## src/rtl/uart_tx_ctrl_pkg.sv

```systemverilog
// ============================================================================
// uart_tx_pkg : state encodings and line levels shared by the UART TX frame path
// Rev 1.0
// ============================================================================
`default_nettype none

package uart_tx_pkg;

  localparam logic [2:0] IDLE   = 3'd0;
  localparam logic [2:0] START  = 3'd1;
  localparam logic [2:0] DATA   = 3'd2;
  localparam logic [2:0] PARITY = 3'd3;
  localparam logic [2:0] STOP   = 3'd4;
  localparam logic [2:0] STOP2  = 3'd5;

  localparam logic IDLE_LVL  = 1'b1;
  localparam logic START_LVL = 1'b0;
  localparam logic STOP_LVL  = 1'b1;

  typedef enum logic [2:0] {
    ST_IDLE   = IDLE,
    ST_START  = START,
    ST_DATA   = DATA,
    ST_PARITY = PARITY,
    ST_STOP   = STOP,
    ST_STOP2  = STOP2
  } tx_state_e;

endpackage

`default_nettype wire

```

## src/rtl/uart_tx_ctrl_if.sv

```systemverilog
// ============================================================================
// uart_tx_ctrl_if : byte source / serializer / line bundle for uart_tx_ctrl
// Rev 1.0
// ============================================================================
`default_nettype none

interface uart_tx_ctrl_if #(
  parameter int DATA_WIDTH = 8
);

  logic [DATA_WIDTH-1:0] p_data;
  logic                  data_valid;
  logic                  par_en;
  logic                  par_typ;
  logic                  ser_data;
  logic                  ser_done;
  logic                  ser_en;
  logic                  tx_out;
  logic                  busy;

  modport master (
    output p_data, data_valid, par_en, par_typ, ser_data, ser_done,
    input  ser_en, tx_out, busy
  );

  modport slave (
    input  p_data, data_valid, par_en, par_typ, ser_data, ser_done,
    output ser_en, tx_out, busy
  );

endinterface

`default_nettype wire

```

## src/rtl/uart_tx_ctrl_parity_calc.sv

```systemverilog
// ============================================================================
// uart_parity_calc : XOR-reduce of the data word, inverted for odd parity
// Rev 1.0
// ============================================================================
`default_nettype none

module uart_parity_calc #(
  parameter int DATA_WIDTH = 8
) (
  input  logic [DATA_WIDTH-1:0] data_i,
  input  logic                  par_typ_i,
  output logic                  par_bit_o
);

  assign par_bit_o = (^data_i) ^ par_typ_i;

endmodule

`default_nettype wire

```

## src/rtl/uart_tx_ctrl.sv

```systemverilog
// ============================================================================
// uart_tx_ctrl : UART TX frame sequencer (start/data/parity/stop onto tx_out)
// Rev 1.0 -- UART_TX_TWO_STOP_EN adds a second stop bit
// ============================================================================
`default_nettype none

module uart_tx_ctrl
  import uart_tx_pkg::*;
#(
  parameter int DATA_WIDTH = 8
) (
  input  logic           clk,
  input  logic           rst,
  uart_tx_ctrl_if.slave  bus
);

  tx_state_e state_q, state_d;
  logic      par_en_q;
  logic      par_bit_q;
  logic      par_bit_d;
  logic      accept;
  logic      tx_line;
  logic      busy_flag;
  logic      ser_en_flag;

  uart_parity_calc #(
    .DATA_WIDTH (DATA_WIDTH)
  ) u_parity (
    .data_i    (bus.p_data),
    .par_typ_i (bus.par_typ),
    .par_bit_o (par_bit_d)
  );

  // par_typ only matters through par_bit_q, which already folds it in
  always_ff @(posedge clk or posedge rst) begin
    if (rst) begin
      state_q   <= ST_IDLE;
      par_en_q  <= 1'b0;
      par_bit_q <= 1'b0;
    end else begin
      state_q <= state_d;
      if (accept) begin
        par_en_q  <= bus.par_en;
        par_bit_q <= par_bit_d;
      end
    end
  end

  always_comb begin
    state_d     = state_q;
    accept      = 1'b0;
    tx_line     = IDLE_LVL;
    busy_flag   = 1'b0;
    ser_en_flag = 1'b0;

    case (state_q)
      ST_IDLE: begin
        if (bus.data_valid) begin
          accept  = 1'b1;
          state_d = ST_START;
        end
      end

      ST_START: begin
        tx_line     = START_LVL;
        busy_flag   = 1'b1;
        ser_en_flag = 1'b1;
        state_d     = ST_DATA;
      end

      ST_DATA: begin
        tx_line     = bus.ser_data;
        busy_flag   = 1'b1;
        ser_en_flag = 1'b1;
        if (bus.ser_done) begin
          state_d = par_en_q ? ST_PARITY : ST_STOP;
        end
      end

      ST_PARITY: begin
        tx_line   = par_bit_q;
        busy_flag = 1'b1;
        state_d   = ST_STOP;
      end

`ifdef UART_TX_TWO_STOP_EN
      ST_STOP: begin
        tx_line   = STOP_LVL;
        busy_flag = 1'b1;
        state_d   = ST_STOP2;
      end

      ST_STOP2: begin
        tx_line   = STOP_LVL;
        busy_flag = 1'b1;
        if (bus.data_valid) begin
          accept  = 1'b1;
          state_d = ST_START;
        end else begin
          state_d = ST_IDLE;
        end
      end
`else
      // Last stop cycle doubles as an accept slot for back-to-back frames
      ST_STOP: begin
        tx_line   = STOP_LVL;
        busy_flag = 1'b1;
        if (bus.data_valid) begin
          accept  = 1'b1;
          state_d = ST_START;
        end else begin
          state_d = ST_IDLE;
        end
      end
`endif

      default: begin
        state_d = ST_IDLE;
      end
    endcase
  end

  assign bus.tx_out = tx_line;
  assign bus.busy   = busy_flag;
  assign bus.ser_en = ser_en_flag;

endmodule

`default_nettype wire

```

## src/flat_wrapper.sv

```systemverilog
// flat-port wrapper written by rule: the top's interface ports become plain ports
module uart_tx_ctrl_flat import uart_tx_pkg::*;
#(
  parameter int DATA_WIDTH = 8
)
  (clk, rst, bus_p_data, bus_data_valid, bus_par_en, bus_par_typ, bus_ser_data, bus_ser_done, bus_ser_en, bus_tx_out, bus_busy);
  uart_tx_ctrl_if #(.DATA_WIDTH(DATA_WIDTH)) bus_i ();
  input  logic clk;
  input  logic rst;
  input wire logic [$bits(bus_i.p_data)-1:0] bus_p_data;
  input wire logic [$bits(bus_i.data_valid)-1:0] bus_data_valid;
  input wire logic [$bits(bus_i.par_en)-1:0] bus_par_en;
  input wire logic [$bits(bus_i.par_typ)-1:0] bus_par_typ;
  input wire logic [$bits(bus_i.ser_data)-1:0] bus_ser_data;
  input wire logic [$bits(bus_i.ser_done)-1:0] bus_ser_done;
  output wire logic [$bits(bus_i.ser_en)-1:0] bus_ser_en;
  output wire logic [$bits(bus_i.tx_out)-1:0] bus_tx_out;
  output wire logic [$bits(bus_i.busy)-1:0] bus_busy;
  assign bus_i.p_data = bus_p_data;
  assign bus_i.data_valid = bus_data_valid;
  assign bus_i.par_en = bus_par_en;
  assign bus_i.par_typ = bus_par_typ;
  assign bus_i.ser_data = bus_ser_data;
  assign bus_i.ser_done = bus_ser_done;
  assign bus_ser_en = bus_i.ser_en;
  assign bus_tx_out = bus_i.tx_out;
  assign bus_busy = bus_i.busy;
  uart_tx_ctrl #(.DATA_WIDTH(DATA_WIDTH)) u_core (.clk(clk), .rst(rst), .bus(bus_i));
endmodule
```

## config.mk

```make
export PLATFORM = sky130hd
export DESIGN_NAME = uart_tx_ctrl_flat
export DESIGN_NICKNAME = d
export VERILOG_FILES = /design/src/rtl/uart_tx_ctrl_pkg.sv /design/src/rtl/uart_tx_ctrl_if.sv /design/src/rtl/uart_tx_ctrl_parity_calc.sv /design/src/rtl/uart_tx_ctrl.sv /design/src/flat_wrapper.sv
export SDC_FILE = /design/constraint.sdc
export NUM_CORES = 1
export LEC_CHECK = 0
export ABC_AREA = 1
export BUFFER_PORTS_ARGS = -buffer_cell sky130_fd_sc_hd__buf_2
export CORE_AREA = 2 2 39 41
export CTS_CLUSTER_DIAMETER = 200
export DETAILED_ROUTE_END_ITERATION = 10
export DIE_AREA = 0 0 41 43
export GPL_ROUTABILITY_DRIVEN = 0
export SLEW_MARGIN = 5
export SYNTH_ARGS = -nofsm -noshare
export SYNTH_HDL_FRONTEND = slang
export SYNTH_SLANG_ARGS = --single-unit
export TNS_END_PERCENT = 5
```

## constraint.sdc

```tcl
create_clock -name clk -period 1.55 [get_ports clk]
set_input_delay 0.155 -clock clk [delete_from_list [all_inputs] [get_ports clk]]
set_output_delay 0.155 -clock clk [all_outputs]
set_load 0.01 [all_outputs]
```

# ---- Word level (Yosys, flattened, before mapping)
# Cells that the tools add are included.
dict set report word_totals {
  reg_bits 5
  wordCells 26
}
dict set report classes {
  eq_ne 6
  mux 10
  bitwise_logic 1
  reduce_logical 6
}
# cell n
set op_table {}
lappend op_table {{one-hot mux 3 bit (5 select lines)} 1}
lappend op_table {{two-way mux 3 bit} 3}
lappend op_table {{parity 8 bit} 1}
lappend op_table {{equality test 3 x 2 -> 1 bit (second input constant)} 2}
lappend op_table {{two-way mux 1 bit} 5}
lappend op_table {{!= test 2 bit (second input constant)} 2}
lappend op_table {{OR reduction 2 bit} 2}
lappend op_table {{OR reduction 4 bit} 1}
lappend op_table {{equality test 3 x 1 -> 1 bit (second input constant)} 1}
lappend op_table {{equality test 3 bit (second input constant)} 1}
lappend op_table {{logical NOT 3 bit} 1}
lappend op_table {{one-hot mux 1 bit (3 select lines)} 1}
lappend op_table {{AND reduction 2 bit} 1}
lappend op_table {{XOR 1 bit} 1}

# ---- Depth between registers and ports, before layout
# Gate-level depths: netlist of the first run.
dict set report logic_depth {
  word_depth 3
  depth_mapped 11
}

# ---- Cells and area by module
# From an unflattened synthesis of the first run, not the netlist that was laid out.
dict set report hier_totals {
  cells_unflattened 77
  hier_area_um2 451.7
}
# module instances cells_per_inst area_per_inst_um2 seq_area_each_um2
set by_module_without_submodules {}
lappend by_module_without_submodules {uart_tx_ctrl 1 39 287.8 125.1}
lappend by_module_without_submodules {uart_parity_calc 1 38 163.9 0.0}

# ---- Least setup slack after synthesis of the first run
# Ideal clock, no wire load.
dict set report synth_timing {
  kind {register to register}
  start {register u_core.state_q[2]}
  end {register u_core.state_q[1]}
  setup_time_ns 0.119
  t_arrival_ns 1.018
  t_required_ns 1.431
  setup_slack_ns 0.413
  path_stages_with_launch 8
  n_path_buf 0
  synth_period_minus_slack_ns 1.137
  path_cell_list {dfrtp_1 > inv_2 > nand2_2 > nor2_4 > inv_2 > or2_4 > o21ai_4 > o21ai_2}
}
dict set report synth_via {
  elab_chain_len 3
}
# item line_no
set synth_rtl {}
lappend synth_rtl {{from (decl)} uart_tx_ctrl.sv:17} ;# tx_state_e state_q, state_d;
lappend synth_rtl {{from (signal assigned)} uart_tx_ctrl.sv:41} ;# state_q <= state_d;
lappend synth_rtl {{equality test 3 x 2 -> 1 bit or logical NOT 3 bit (tied branches)} uart_tx_ctrl.sv:56} ;# case (state_q)
lappend synth_rtl {{!= test 2 bit (no line)} -}
lappend synth_rtl {{AND reduction 2 bit (no line)} -}
# Parallel ways exist; a longest one is shown, timed or not.
# A chain may end at the register's enable or synchronous reset.

# ---- Final worst setup path of the first run
dict set report layout_timing {
  start {register u_core.state_q[0]}
  end {output bus_tx_out}
}
dict set report layout_via {
  elab_chain_len 2
}
# item line_no
set layout_rtl {}
lappend layout_rtl {{equality test 3 x 2 -> 1 bit or equality test 3 x 1 -> 1 bit (tied branches)} uart_tx_ctrl.sv:56}
lappend layout_rtl {{one-hot mux 1 bit (3 select lines) (*)} uart_tx_ctrl.sv:56}
lappend layout_rtl {{to (decl)} flat_wrapper.sv:17} ;# output wire logic [$bits(bus_i.tx_out)-1:0] bus_tx_out;
# Mark *: on every way between the ends. The rest lies on a longest branch, timed or not.

==> metrics.md, run 1 <==
| Metric | Value |
|---|---|
| Worst-path clk slew | 0.04 ns |
| Yosys top cell by area | dfrtp_1 |
| Die H | 43 um |
| Max Buffers Root-to-Sink | 2 |
| Synth top area share | roughly 29% |
| Final ANT Viol Nets | 0 |
| Pre-Repair DR Iteration Count | 1 |
| Pins Over Slew Limit | 0 |
| Commonest cells after routing, fill and taps aside | nand2_1, buf_2, inv_1 |
| Status | finished clean |
| Max FO, Critical Path | 3 |
| Hold Crit Depth | 3 |
| First-pass GRT wire length | 1345 um |
| PD cells | 1480 mW/mm2 |
| Vias in the first global route | 366 |
| TritonCTS buffer count | 3 |
| CP required | 1.39 ns |
| Worst min path class | in2reg |
| Area growth, synth to finish | 34.01% |
| Avg Cell Area, Syn | 6.521 um2 |
| Core Util, Final | between 40% and 50% |
| Hold Fails Final Rpt | 0 |
| Ant. Diodes | 0 |
| Maximum vdd drop | 0.5175 mV |
| Clock Skews | 0.001092 ns |
| Die W | slightly above 40 um |
| FF-to-FF End | u_core.state_q[0]$_DFFE_PP0P_ |
| Most common cell after layout, fill and taps aside | nand2_1 |
| Pin count of the biggest net entering global routing | 6 |
| Final period utilization | 86.95% |
| Seq cells post-synth | 5 |
| Fin nets | 104 |
| CTS sink cnt | 5 |
| Tightest Pin Transition | 0.1957 ns |
| Finish-stage setup viols | 0 |
| H-tree levels | 1 |
| Startpoint type of the worst setup path | flop |
| Total grt overflow | 0 |
| GRT Total Usage | 11.31% |
| Critical path data arrival time | ~1.2 ns |
| Setup crit end kind | primary output |
| Synth unique cells | 17 |
| Min cycle time layout | between 1 and 1.5 ns |
| Post-Place Cells | 99 |
| Worst Min Path Start | bus_par_en |
| Cells after synthesis | 66 |
| Starting density of the core | 31.10% |
| DR WL/cell | 7.115 um |
| Worst reg2reg setup slack | 0.35 ns |
| Post-CTS setup buffer count | 0 |
| Final non-filler cell total | 104 |
| Fmax | 0.7420 GHz |
| Port-buffer cells | 17 |
| TNS Setup | 0 ns |
| Layout cells sized above 1 | 34.09% |
| Crit-path slowest cell | dfrtp_1 |
| CP Class | reg2out |
| Worst skew pair latency | 0.24 ns |
| Mean number of vias per cell | 4.269 |
| Worst slew margin | between 80% and 90% |
| CTS tree | built |
| Worst Hold End | u_core.par_en_q$_DFFE_PP0P_ |
| Initial antenna violation count | 0 |
| Via Count | ~440 |
| RSZ-0062 raised after global routing | false |
| Leak pwr | approximately 0.34 nW |
| Final HPWL DP | approximately 660 um |
| CP Cell Sequence | inv_1 > nor3_2 > nand2_1 > o21ai_0 > buf_2 |
| R2R Path Start | u_core.state_q[2]$_DFFE_PP0P_ |
| Die ar. | about 0.0018 mm2 |
| DRC viols | 0 |
| Synth area leaders | dfrtp_1, nand2_1, inv_1 |
| Yosys synthesis warning count | 0 |
| Placed cell areas | 535.5 um2 |
| Row Count | 14 |
| WP buf/inv | 2 |
| Max stage delay on crit path | around 0.40 ns |
| Delay-heaviest family, CP | flip-flops |
| Sequential area share after synthesis | 29.07% |
| Root buffer cell | clkbuf_4 |
| R2R depth | 7 |
| Final WL | 740 um |
| # IOs | 18 |
| Core area | 0.001384 mm2 |
| Iter 0 DRT Violations | 0 |
| Max-cap viol count | 0 |
| Post-Synthesis Cell Area | 430.4 um2 |
| Design area | 576.8 um2 |
| Syn Nets | 81 |
| Stages on worst setup path | 5 |
Yosys cell counts:
| cell | count |
|---|---|
| inv_1 | 10 |
| o21ai_0 | 1 |
| nor2_2 | 1 |
| nor2_1 | 5 |
| nor3_1 | 1 |
| o21ai_4 | 1 |
| nand2_1 | 26 |
| xnor2_1 | 2 |
| nor2_4 | 1 |
| xor2_1 | 3 |
| o21ai_2 | 1 |
| nand2_2 | 1 |
| dfrtp_1 | 5 |
| or2_4 | 1 |
| nand3_1 | 4 |
| inv_2 | 2 |
| a31oi_2 | 1 |
power breakdown:
part	switching, mW	internal [mW]
combinational	0.272	0.195
clock	0.0513	0.0972
sequential	0.0505	0.188
routing by layer:
layer	routed length, um	share of wire [%]	GRT usage, %
met5	0	0	0
met4	0	0	6.000
met1	297	40	13.77
met2	383	52	16.25
met3	59	8.0	4.712
worst reg2reg max path, stage by stage (launching register included):
cell     delay (ns)
dfrtp_1        0.41
inv_2          0.08
nand2_2        0.07
nor2_4         0.09
inv_2          0.05
or2_4          0.24
o21ai_4        0.08
a31oi_2        0.05
metrics by stage:
stage | setup slack, ns | power [mW] | hold WS [ns]
floorplan | 0.4134 | 0.5805 | -0.06648
global placement | 0.3864 | 0.7029 | 0.06906
detailed placement | 0.3658 | 0.7028 | 0.06732
CTS | 0.1066 | 0.8637 | 0.1096
global route | 0.07280 | 0.9512 | 0.1370
finish | 0.2022 | 0.8534 | 0.1136
final cells by class:
cell class                      count  area (um2)
Sequential cell                     5       125.1
Tap cell                           16       20.02
Timing Repair Buffer               18       95.09
Fill cell                         159       807.0
Inverter                           12       45.04
Clock buffer                        4       26.28
Multi-Input combinational cell     49       265.3
worst max-delay path by stage:
stage	start	to	slack, ns
2_1_floorplan	u_core.state_q[2]$_DFFE_PP0P_	u_core.state_q[1]$_DFFE_PP0P_	0.41
3_3_place_gp	u_core.state_q[2]$_DFFE_PP0P_	u_core.state_q[1]$_DFFE_PP0P_	0.39
3_5_place_dp	u_core.state_q[2]$_DFFE_PP0P_	u_core.state_q[0]$_DFFE_PP0P_	0.37
4_1_cts	u_core.state_q[0]$_DFFE_PP0P_	bus_tx_out	0.11
5_1_grt	u_core.state_q[0]$_DFFE_PP0P_	bus_tx_out	0.07
6_report	u_core.state_q[0]$_DFFE_PP0P_	bus_tx_out	0.20
sequential cells by signal, indices dropped and copies added, names as in the netlist:
register	cells
u_core.par_bit_q	1
u_core.state_q	3
u_core.par_en_q	1
what timing repair did:
action,4_1_cts,5_1_grt
hold endpoints to repair,5,0
endpoints found under the setup margin,0,1
gates resized for setup,0,1
hold buffers,1,0
kinds of logic after synthesis:
group / Yosys count / share of synthesized area (%)
buf+inv: 12 / 10.47
simple gates: 40 / 40.41
flops: 5 / 29.07
compound gates: 4 / 9.884
xor+xnor: 5 / 10.18
No activity file was read; power rests on OpenSTA's default activity.
==> run 2: changes to the inputs <==
BUFFER_PORTS_ARGS = -buffer_cell sky130_fd_sc_hd__buf_4   (was -buffer_cell sky130_fd_sc_hd__buf_2)
==> run 2 against run 1 <==
Effect of this change:
- first-iteration DRC count increased by 8
- non-clock buffer count stayed put
- register-to-register slack hardly changed
- cell area rose by 6.5%
- maximum frequency shrank 5.3%
- cell count did not move
- total power rose by 3.7%
- combinational power up 7.5%
- via count is 0.68% higher
- global-route usage shrank 0.71 points
- critical path type unchanged
- critical endpoint unchanged
- largest power group unchanged
==> metrics.md, run 2 (same netlist as run 1, synthesis figures left out) <==
| Metric | Value |
|---|---|
| Worst-path clk slew | 0.04 ns (about the same) |
| CTS sink cnt | 5 (unchanged) |
| First-pass GRT wire length | 1269 um (-5.7%) |
| Pre-Repair DR Iteration Count | 4 (+3) |
| Vias in the first global route | 378 (+3.3%) |
| Die ar. | 0.001763 mm2 (unchanged) |
| Via Count | 447 (+0.68%) |
| Starting density of the core | 31.10% (unchanged) |
| Total grt overflow | 0 (unchanged) |
| Final non-filler cell total | 104 (unchanged) |
| Commonest cells after routing, fill and taps aside | nand2_1, buf_4, inv_1 |
| Worst min path class | in2reg |
| Final ANT Viol Nets | 0 (unchanged) |
| Tightest Pin Transition | 0.2640 ns (+0.06825 ns) |
| Status | finished clean |
| GRT Total Usage | 10.61% (-0.71 points) |
| Design area | 614.3 um2 (+6.5%) |
| Final HPWL DP | 691.5 um (+4.5%) |
| Hold Fails Final Rpt | 0 (unchanged) |
| FILL cells | 148 (-6.9%) |
| Most common cell after layout, fill and taps aside | nand2_1 |
| Pin count of the biggest net entering global routing | 6 (unchanged) |
| Setup crit end kind | primary output |
| Regs by FF count | u_core.state_q: 3 flops, u_core.par_bit_q: 1 flops, u_core.par_en_q: 1 flops |
| Worst reg2reg setup slack | 0.36 ns (about the same) |
| Port-buffer cells | 17 (unchanged) |
| Ant. Diodes | 0 (unchanged) |
| Placed cell areas | 578.1 um2 (+7.9%) |
| DR WL/cell | 7.288 um (+2.4%) |
| TritonCTS buffer count | 3 (unchanged) |
| Die W | 41 um (unchanged) |
| Mean number of vias per cell | 4.298 (+0.68%) |
| Grt peak-use layer | met2 |
| Worst Min Path Start | bus_par_en |
| Fin nets | 104 (unchanged) |
| R2R depth | 7 (unchanged) |
| Core area | 0.001384 mm2 (unchanged) |
| Met1 Use GR | 10.16% (-3.6 points) |
| Finish-stage setup viols | 0 (unchanged) |
| Critical path data arrival time | 1.27 ns (+0.08 ns) |
| Max FO, Critical Path | 3 (unchanged) |
| Largest Register | u_core.state_q |
| Root buffer cell | clkbuf_4 |
| Core Util, Final | 44.39% (+2.7 points) |
| TNS Setup | 0 ns (unchanged) |
| Worst slew margin | 82.26% (-4.7 points) |
| Startpoint type of the worst setup path | flop |
| PD cells | 1441 mW/mm2 (-2.6%) |
| Max Buffers Root-to-Sink | 2 (unchanged) |
| Leak pwr | 0.3509 nW (+3.8%) |
| Worst skew pair latency | 0.24 ns (about the same) |
| Worst Hold End | u_core.par_en_q$_DFFE_PP0P_ |
| M3 GR Usage | 3.141% (-1.6 points) |
| Final WL | 758 um (+2.4%) |
| Max-cap viol count | 0 (unchanged) |
| Post-Place Cells | 99 (unchanged) |
| Min cycle time layout | 1.423 ns (+0.07566 ns) |
| Area growth, synth to finish | 42.73% |
| Pins Over Slew Limit | 0 (unchanged) |
| DRC viols | 0 (unchanged) |
| R2R Path Start | u_core.state_q[2]$_DFFE_PP0P_ |
| Row Count | 14 (unchanged) |
| CP Class | reg2out |
| CTS tree | built |
| RSZ-0062 raised after global routing | false |
| Met2 GRT Util | 18.44% (+2.2 points) |
| Maximum vdd drop | 0.5066 mV (-2.1%) |
| H-tree levels | 1 (unchanged) |
| FF-to-FF End | u_core.state_q[1]$_DFFE_PP0P_ |
| Clock Skews | 0.001685 ns (+0.0005928 ns) |
| CP required | 1.39 ns (about the same) |
| Pwr Total | 0.8851 mW (+3.7%) |
| Fmax | 0.7025 GHz (-5.3%) |
| # IOs | 18 (unchanged) |
| Iter 0 DRT Violations | 8 (+8) |
| Final period utilization | 91.83% (+4.9 points) |
| Max reg flops | 3 (unchanged) |
| Die H | 43 um (unchanged) |
| Initial antenna violation count | 0 (unchanged) |
| Hold Crit Depth | 3 (unchanged) |
| Post-cts resize count | 0 (unchanged) |
| Layout cells sized above 1 | 32.95% (-1.1 points) |
-- run 2: per-layer routing --
layer / wire length, um / part of all wire [%]
met1: 299 / 39
met2: 401 / 53
met3: 57 / 7.5
met4: 0 / 0
met5: 0 / 0
-- run 2: how the worst max path moves through the flow --
stage,cells past startpoint,slack (ns),to,startpoint
6_report,5,0.13,bus_tx_out,u_core.state_q[0]$_DFFE_PP0P_
5_1_grt,5,0.02,bus_tx_out,u_core.state_q[0]$_DFFE_PP0P_
3_5_place_dp,7,0.36,u_core.state_q[1]$_DFFE_PP0P_,u_core.state_q[2]$_DFFE_PP0P_
4_1_cts,5,0.11,bus_tx_out,u_core.state_q[0]$_DFFE_PP0P_
2_1_floorplan,7,0.41,u_core.state_q[1]$_DFFE_PP0P_,u_core.state_q[2]$_DFFE_PP0P_
3_3_place_gp,5,0.38,bus_tx_out,u_core.state_q[0]$_DFFE_PP0P_
-- run 2: what timing repair did --
action / 4_1_cts / 5_1_grt
endpoints found under the setup margin: 0 / 0
setup buffers: 0 / 0
hold endpoints to repair: 5 / 0
hold buffers: 1 / 0
-- run 2: cell type report --
cell class	instances	area, um2	share of cell area, %
clock buffer	4	26.28	4.277
timing repair buffer	18	137.6	22.40
tap	16	20.02	3.259
multi-input combinational	49	260.3	42.36
inverter	12	45.04	7.332
sequential	5	125.1	20.37
-- run 2: power by group --
group,switching [mW],internal (mW)
Sequential,0.0505,0.188
Combinational,0.269,0.232
Clock,0.0485,0.0970
Total,0.368,0.517
-- run 2: worst max-delay path, cell delays in order, from the launching register on --
cell     delay (ns)
dfrtp_1        0.40
inv_1          0.07
nor3_1         0.26
nand2_1        0.09
o21ai_0        0.08
buf_4          0.14
-- run 2: through the flow --
| stage | hold slack, ns | setup WS (ns) |
|---|---|---|
| 6_report | 0.1104 | 0.1266 |
| 5_1_grt | 0.1353 | 0.02030 |
| 4_1_cts | 0.1015 | 0.1055 |
| 3_5_place_dp | 0.07574 | 0.3644 |
| 3_3_place_gp | 0.08059 | 0.3757 |
| 2_1_floorplan | -0.06648 | 0.4134 |
==> run 3: changes to the inputs <==
ABC_AREA = default   (was 1)
CTS_CLUSTER_DIAMETER = default   (was 200)
SYNTH_HIERARCHICAL = 1   (was default)
==> run 3 against run 2 <==
Effect of this change:
- cell count is 33% lower
- register-to-register slack hardly changed
- clock skew is 0.0032 ns higher
- maximum frequency is 1.7% lower
- combinational power is 16% lower
- synthesized cell count is 50% lower
- sequential share of layout area is 2.3 points higher
- sequential cell count stayed put
- largest cell class unchanged
==> metrics.md, run 3 <==
| Metric | Value |
|---|---|
| Status | finished clean |
| Sequential area share after synthesis | 32.57% (+3.5 points) |
| Synth area leaders | dfrtp_1, xnor2_1, mux2_4 |
| Psw | 0.2947 mW (-20%) |
| Pins Over Slew Limit | 0 (unchanged) |
| Die W | 41 um (unchanged) |
| TritonCTS buffer count | 3 (unchanged) |
| Via Count | 306 (-32%) |
| Ant. Diodes | 0 (unchanged) |
| Pre-CTS setup slack | 0.1898 ns (-0.1746 ns) |
| Finish-stage setup viols | 0 (unchanged) |
| Post-CTS setup buffer count | 0 (unchanged) |
| Worst setup path endpoint | bus_ser_en |
| Min cycle time layout | 1.447 ns (+0.02401 ns) |
| Power Internal | 0.5654 mW (+9.3%) |
| Commonest cells after routing, fill and taps aside | buf_4, xnor2_1, dfrtp_1 |
| Max stage delay on crit path | 0.48 ns (+0.08 ns) |
| Area of the multi-input gates | 240.2 um2 (-7.7%) |
| Max-cap viol count | 0 (unchanged) |
| Area growth, synth to finish | 45.28% |
| Worst skew pair latency | 0.24 ns (about the same) |
| Most common cell after layout, fill and taps aside | buf_4 |
| Hold Fails Final Rpt | 0 (unchanged) |
| Final Worst Setup Slack | 0.1026 ns (-0.02401 ns) |
| Root buffer cell | clkbuf_4 |
| Leak pwr | 0.2559 nW (-27%) |
| Final ANT Viol Nets | 0 (unchanged) |
| Initial antenna violation count | 0 (unchanged) |
| FILL cells | 132 (-11%) |
| H-tree levels | 1 (unchanged) |
| Hold_ws | 0.1526 ns (+0.04222 ns) |
| FF-to-FF End | u_core/par_en_q$_DFFE_PP0P_ |
| Synth Flop Type | dfrtp_1 |
| Startpoint type of the worst setup path | flop |
| CP Class | reg2out |
| Tightest Pin Transition | 0.3097 ns (+0.04570 ns) |
| Synth top area share | 32.57% (+3.5 points) |
| Core Util, Final | 40.33% (-4.1 points) |
| CTS tree | built |
| Die ar. | 0.001763 mm2 (unchanged) |
| Final period utilization | 93.38% (+1.5 points) |
| R2R Path Start | u_core/state_q[1]$_DFFE_PP0P_ |
| First-pass GRT wire length | 1104 um (-13%) |
| Comb pwr share | 49.0% (-7.6 points) |
| Worst reg2reg setup slack | 0.36 ns (about the same) |
| Vias in the first global route | 254 (-33%) |
| Core area | 0.001384 mm2 (unchanged) |
| Avg Cell Area, Syn | 11.64 um2 (+78%) |
| Critical path data arrival time | 1.29 ns (+0.02 ns) |
| Row Count | 14 (unchanged) |
| EDFF count, synth | 0 (unchanged) |
| Final HPWL DP | 538.6 um (-22%) |
| Worst-path clk slew | 0.05 ns (about the same) |
| Max reg flops | 3 (unchanged) |
| Mean number of vias per cell | 4.371 (+1.7%) |
| Regs by FF count | u_core/state_q: 3 flops, u_core/par_bit_q: 1 flops, u_core/par_en_q: 1 flops |
| Syn Nets | 48 (-41%) |
| Layout cells sized above 1 | 50.00% (+17 points) |
| CTS sink cnt | 5 (unchanged) |
| Pin count of the biggest net entering global routing | 10 (+4) |
| Worst Min Path Start | bus_par_en |
| GRT Total Usage | 9.889% (-0.72 points) |
| DR WL/cell | 9.757 um (+34%) |
| Seq cells post-synth | 5 (unchanged) |
| Iter 0 DRT Violations | 4 (-4) |
| Synth unique cells | 19 (+2) |
| Maximum vdd drop | 0.6161 mV (+22%) |
| Cells after synthesis | 33 (-50%) |
| Crit-path slowest cell | dfrtp_1 |
| Commonest cells post-synth | dfrtp_1, xnor2_1, nand2b_1 |
| # IOs | 18 (unchanged) |
| Post-Synthesis Cell Area | 384.1 um2 (-11%) |
| CP Cell Sequence | or2b_1 > a21oi_1 > buf_4 |
| CP required | 1.39 ns (about the same) |
| Yosys top cell by area | dfrtp_1 |
| RSZ-0062 raised after global routing | false |
| Setup crit end kind | primary output |
| Worst slew margin | 79.35% (-2.9 points) |
| Post-Place Cells | 65 (-34%) |
| Worst min path class | in2reg |
| Clock Skews | 0.004925 ns (+0.003240 ns) |
| PD cells | 1541 mW/mm2 (+7.0%) |
| Fin nets | 70 (-33%) |
| Total grt overflow | 0 (unchanged) |
| Max Buffers Root-to-Sink | 2 (unchanged) |
| R2R depth | 2 (-5) |
| Port-buffer cells | 17 (unchanged) |
| Largest Register | u_core/state_q |
| Pre-Repair DR Iteration Count | 4 (unchanged) |
| Fmax | 0.6909 GHz (-1.7%) |
| Switching share of power | 34.26% (-7.3 points) |
| Final non-filler cell total | 70 (-33%) |
| DRC viols | 0 (unchanged) |
| TNS Setup | 0 ns (unchanged) |
| Final WL | 683 um (-9.9%) |
| Flop pwr share | 33.2% (+6.2 points) |
| Synth async-reset ratio | 100.0% (unchanged) |
| Die H | 43 um (unchanged) |
| Register area | 126.4 um2 (+1.0%) |
| Crit path from | u_core/state_q[1]$_DFFE_PP0P_ |
| Clk pwr share | 17.8% (+1.4 points) |
| Max FO, Critical Path | 9 (+6) |
| Yosys synthesis warning count | 6 (+6) |
| Starting density of the core | 27.76% (-3.3 points) |
run 3: cells by family (layout without fill, tap and decap cells):
group                     count (synthesis)  count (layout)  synth area share, %
and+or+nand+nor                          10              10                19.54
DFF                                       5               5                32.57
buffers and inverters                     3              24                4.887
muxes                                     2               2                7.818
AOI/OAI and AO/OA                         5               5                11.40
xor gates and xnor gates                  8               8                23.78
run 3: layout make-up:
| type | instances | share of cell area, % |
|---|---|---|
| flip-flops and latches | 5 | 22.65 |
| multi-input cells | 25 | 43.05 |
| well taps | 16 | 3.587 |
| repair buffers | 18 | 24.66 |
| clock buffers | 4 | 4.709 |
| inverters | 2 | 1.345 |
run 3: how the worst min path moves through the flow:
stage                     slack, ns  cells after the start                            to
final                          0.15                      2   u_core/par_en_q$_DFFE_PP0P_
after global routing           0.15                      2   u_core/par_en_q$_DFFE_PP0P_
after CTS                      0.14                      2   u_core/par_en_q$_DFFE_PP0P_
after detailed placement       0.08                      2   u_core/par_en_q$_DFFE_PP0P_
after global placement         0.08                      2   u_core/par_en_q$_DFFE_PP0P_
after floorplan               -0.07                      1  u_core/par_bit_q$_DFFE_PP0P_
run 3: critical path, delay by kind of cell (launching register included):
kind,cells,cell delay (ns)
AND/OR/NAND/NOR,1,0.30
AO/OA/AOI/OAI,1,0.14
buffers and inverters,1,0.14
flip-flops,1,0.48
run 3: per-layer routing:
| layer | vias to the layer above | track usage, % | share of wire [%] |
|---|---|---|---|
| met2 | 10 | 12.19 | 48 |
| met3 | 0 | 9.424 | 11 |
| li1 | 155 | - | - |
| met5 | - | 0 | 0 |
| met4 | 0 | 2.000 | 0 |
| met1 | 141 | 12.42 | 41 |
run 3: power by group through the flow:
stage	combinational [mW]	sequential, mW	clock, mW
after floorplan	0.334	0.243	0
after global placement	0.419	0.283	0
after detailed placement	0.423	0.287	0
after CTS	0.428	0.284	0.160
after global routing	0.465	0.295	0.171
final	0.422	0.285	0.153
run 3: per-stage QoR:
stage / power [mW] / cell area (um2)
after floorplan: 0.5768 / 384.1
after global placement: 0.7024 / 520.5
after detailed placement: 0.7101 / 520.5
after CTS: 0.8726 / 556.8
after global routing: 0.9308 / 558.0
final: 0.8601 / 558.0
run 3: repair_timing:
action | CTS | global route
hold buffers | 1 | 0
resized for setup | 0 | 1
endpoints found under the setup margin | 0 | 1
hold endpoints to repair | 5 | 0
